<file path="src/rtl/stream_arb_pkg.sv">
// Shared types and defaults for the two-input stream arbiter.
package stream_arb_pkg;

    localparam int unsigned WIDTH_DEFAULT = 8;

    typedef enum logic {
        EMPTY = 1'b0,
        FULL  = 1'b1
    } state_e;

endpackage

</file>
<file path="src/rtl/stream_arb2to1_rr_arb2.sv">
// Two-way round-robin grant: a lone requester wins, and contention goes to the
// side opposite the last grant.
module rr_arb2 (
    input  logic [1:0] req,
    input  logic       last,
    output logic       grant
);

    always_comb begin
        grant = ~last;
        case (req)
            2'b01:   grant = 1'b0;
            2'b10:   grant = 1'b1;
            default: grant = ~last;
        endcase
    end

endmodule

</file>
<file path="src/rtl/stream_arb2to1.sv">
// 2:1 stream arbiter with a single registered output slot; readies are
// combinational so a full slot can be refilled in the cycle it drains.
module stream_arb2to1
    import stream_arb_pkg::*;
#(
    parameter int unsigned WIDTH = WIDTH_DEFAULT
) (
    input  logic             clk,
    input  logic             rst_n,
    input  logic             in0_valid,
    input  logic [WIDTH-1:0] in0_data,
    output logic             in0_ready,
    input  logic             in1_valid,
    input  logic [WIDTH-1:0] in1_data,
    output logic             in1_ready,
    output logic             out_valid,
    output logic [WIDTH-1:0] out_data,
    output logic             out_src,
    input  logic             out_ready
);

    state_e           state_q, state_d;
    logic [WIDTH-1:0] data_q, data_d;
    logic             src_q, src_d;
    logic             last_q, last_d;
    logic             grant;
    logic             accept;
    logic             take;

    rr_arb2 u_rr_arb2 (
        .req   ({in1_valid, in0_valid}),
        .last  (last_q),
        .grant (grant)
    );

    assign accept    = (state_q == EMPTY) || out_ready;
    assign in0_ready = accept && !grant;
    assign in1_ready = accept && grant;
    assign take      = accept && (grant ? in1_valid : in0_valid);

    always_comb begin
        state_d = state_q;
        data_d  = data_q;
        src_d   = src_q;
        last_d  = last_q;
        if (take) begin
            data_d  = grant ? in1_data : in0_data;
            src_d   = grant;
            last_d  = grant;
            state_d = FULL;
        end else if (out_ready) begin
            // Drained with nothing to reload; data/src keep their stale value.
            state_d = EMPTY;
        end
    end

    always_ff @(posedge clk or negedge rst_n) begin
        if (!rst_n) begin
            state_q <= EMPTY;
            data_q  <= '0;
            src_q   <= 1'b0;
            last_q  <= 1'b1;
        end else begin
            state_q <= state_d;
            data_q  <= data_d;
            src_q   <= src_d;
            last_q  <= last_d;
        end
    end

    assign out_valid = (state_q == FULL);
    assign out_data  = data_q;
    assign out_src   = src_q;

endmodule

</file>
<file path="config.mk">
export PLATFORM = sky130hd
export DESIGN_NAME = stream_arb2to1
export DESIGN_NICKNAME = d
export VERILOG_FILES = /design/src/rtl/stream_arb_pkg.sv /design/src/rtl/stream_arb2to1_rr_arb2.sv /design/src/rtl/stream_arb2to1.sv
export SDC_FILE = /design/constraint.sdc
export NUM_CORES = 1
export LEC_CHECK = 0
export CORE_MARGIN = 1.5
export CORE_UTILIZATION = 43
export CTS_BUF_LIST = sky130_fd_sc_hd__clkbuf_8
export CTS_CLUSTER_SIZE = 25
export DETAILED_ROUTE_END_ITERATION = 12
export GPL_ROUTABILITY_DRIVEN = 0
export PLACE_DENSITY = 0.85
export REMOVE_ABC_BUFFERS = 1
export SETUP_SLACK_MARGIN = 0.1
export SKIP_CTS_REPAIR_TIMING = 1
export SYNTH_ARGS = -nofsm -noshare
export SYNTH_HDL_FRONTEND = slang
export SYNTH_SLANG_ARGS = --single-unit
</file>
<file path="constraint.sdc">
create_clock -name clk -period 3.4 [get_ports clk]
set_input_delay 0.51 -clock clk [delete_from_list [all_inputs] [get_ports clk]]
set_output_delay 0.51 -clock clk [all_outputs]
set_load 0.05 [all_outputs]
</file>
==> qor.yml <==
route:
  route.detailed.drc: 0
  vias: 666
  routed_wl_mm: 1.773
  wl_per_cell_um: 15.28
  drtPass1Iterations: 4
  vias_per_cell: 5.741
  drtIter0Drc: 24
  ant_nets: 0
die:
  die_x_um: 41.52
  die_area_um2: 1724
  std_cell_rows: 13
  die_h_um: 41.52
  core_um2: 1350
  initial_core_util: 0.4727
  ioPinCount: 33
worst_setup_path:
  cp_top_family: "buffers and inverters"
  critPathLaunchType: "input port"
  crit_type: "input port to output port"
  slowest_delay_ps: 510
  r2r-start: "last_q"
  critPathBufInv: 3
  required_ps: 2890
  cp-end-kind: "output port"
  crit_arrival_ps: 2150
  slowest_stage: "clkdlybuf4s50_1"
  timing.critical_path.from: "in1_valid"
  worstPathMaxFanout: 9
  crit_chain: "clkdlybuf4s50_1 -> inv_1 -> ha_1 -> or2b_1 -> a21oi_1 -> buf_4"
layout:
  layout.nets: 126
  n_antenna_cell: 0
  drive_above_1_share: 0.08911
  finalNonFillerCells: 116
  area_growth_pct: 55.49
  fillCellCount: 108
global_routing:
  grt_pass1_wl_mm: 3.042
  grt_pass1_vias: 691
  grt_max_degree: 12
  grt_overflow: 0
  antenna_found_initial: 0
  grt_usage: 0.2357
timing:
  timing.final.crit_share: 0.7831
  tightestPinTransition_ps: 503.4
  layout_setup_ws_ps: 737.6
  hold_viol: 0
  hold_slack_ps: 472.6
  finalSetupViolations: 0
  slew_violations: 0
  rsz0062_at_grt: "no"
  period_needed_ps: 2662
  fin_tns_setup_ps: 0
  finalClockSkew_ps: 2.724
  max-slew-margin-rel: 0.6634
  max_freq_mhz: 375.6
pwr:
  peakVddDrop_mv: 0.3054
  leakage_nw: 0.4201
  power.density_nw_per_um2: 544.5
  p_total_mw: 0.5402
worst_hold_path:
  hold_start: "out_src"
  worstHoldPathType: "flop to flop"
synthesis:
  synth_top_family_by_area: "compound AO/OA/AOI/OAI gates"
  synth_top_cell_area_share: 0.3922
  synthSimpleGateAreaFrac: 0.2039
  synthXorXnorAreaFrac: 0
  synth_compound_area_frac: 0.2353
  synthAdderAreaFrac: 0.05882
  synth_area_leaders: "dfrtp_1 39%, a31oi_1 7.8%, a21oi_1 7.1%"
  synth_top_cell_by_area: "dfrtp_1"
  syn_area_per_cell_um2: 9.384
  synth_cell_types: 20
  synth.cell_area_um2: 638.1
  syn_inst: 68
  ys_warn_count: 0
  yosysSeqAreaShare: 0.4333
  synthMuxAreaShare: 0
  synth_seq_cells: 11
clocking:
  clockBufferDepth: 2
  clock-sinks: 11
  cts_buffers: 3
  clk_pin_slew_worst_paths_ps: 50
  root_buffer: "clkbuf_8"
  htree_levels: 1
  clk_latency_ps: 240
  tritoncts: "yes"
outcome:
  outcome: "finished, final reports clean"
job:
  drv_cap: 0
placement:
  dp_hpwl_mm: 1.352
  io_buffers: 32
  dp.cells: 112
  pre_cts_ws_ps: 760.7
-- worst register-to-register path: stages (launching register included) --
cell and delay (ps):
dfstp_2 530, nor2b_1 130, buf_4 190, o21ai_0 110, a31oi_1 210
-- power breakdown --
part / internal (mW) / switching (mW)
Combinational: 0.0900 / 0.150
Sequential: 0.157 / 0.0129
Clock: 0.0794 / 0.0509
-- routing by layer --
metal	vias to the layer above	GRT usage	part of all wire
met5	-	0	0
met4	0	0.1484	0.029
met3	6	0.06957	0.074
met2	33	0.3938	0.50
met1	316	0.2582	0.40
li1	311	-	-
-- layout make-up --
class                      instances  area [µm²]  area share
inverter                           3       11.26     0.01135
multi-input combinational         50       317.8      0.3203
clock inverter                     1       3.754    0.003783
clock buffer                       3       41.29     0.04161
timing repair buffer              33       322.8      0.3253
tap                               15       18.77     0.01892
sequential                        11       276.5      0.2787
-- through the flow --
step                      instance area, µm²    util
after floorplan                        605.6       -
after global placement                 947.2  0.7016
after detailed placement               947.2  0.7016
after CTS                              992.2  0.7349
after global routing                   992.2  0.7349
final                                  992.2  0.7349
-- final timing paths --
kind / endpoint / slack (ps) / cells after the start
max in group asynchronous: last_q / 2430 / 1
min: out_src / 470 / 1
min in group asynchronous: out_data[4] / 610 / 1
min reg2reg: out_src / 470 / 1
max: in0_ready / 740 / 6
max reg2reg: out_data[6] / 2140 / 4
-- cell families after synthesis --
group,after synthesis
buf+inv,7
flops,11
fa+ha+maj,3
compound gates,27
simple gates,20
-- Yosys cell counts, drive strengths merged --
master / number
a31oi: 8
nor3: 1
dfstp: 1
o21ai: 8
ha: 3
nand2: 2
nor2b: 1
a21o: 2
and2b: 3
a21oi: 9
or2b: 2
nand2b: 1
dfrtp: 10
buf: 4
clkinv: 1
inv: 2
nor2: 1
nor4: 1
nand3: 8
-- layout by cell type, fill, tap and decap left out --
cell type / netlist / layout
inv_1: 2 / 3
clkbuf_8: 0 / 3
dfrtp_1: 10 / 10
buf_4: 0 / 3
nand3_1: 8 / 8
ha_1: 3 / 3
or2b_1: 2 / 2
nor2_2: 1 / 1
nand2_1: 2 / 2
clkdlybuf4s50_1: 0 / 30
o21ai_0: 8 / 8
nor2b_1: 1 / 1
and2b_1: 3 / 3
a31oi_1: 8 / 8
nand2b_1: 1 / 1
dfstp_2: 1 / 1
a21oi_1: 9 / 9
nor3_1: 1 / 1
nor4_4: 1 / 1
a21o_1: 2 / 2
clkinv_1: 1 / 1
-- flip-flops by register name (all words and copies together), names as in the netlist --
signal and cells:
last_q 1, out_src 1, out_valid 1, out_data 8
Power figures use the tool's default switching activity.
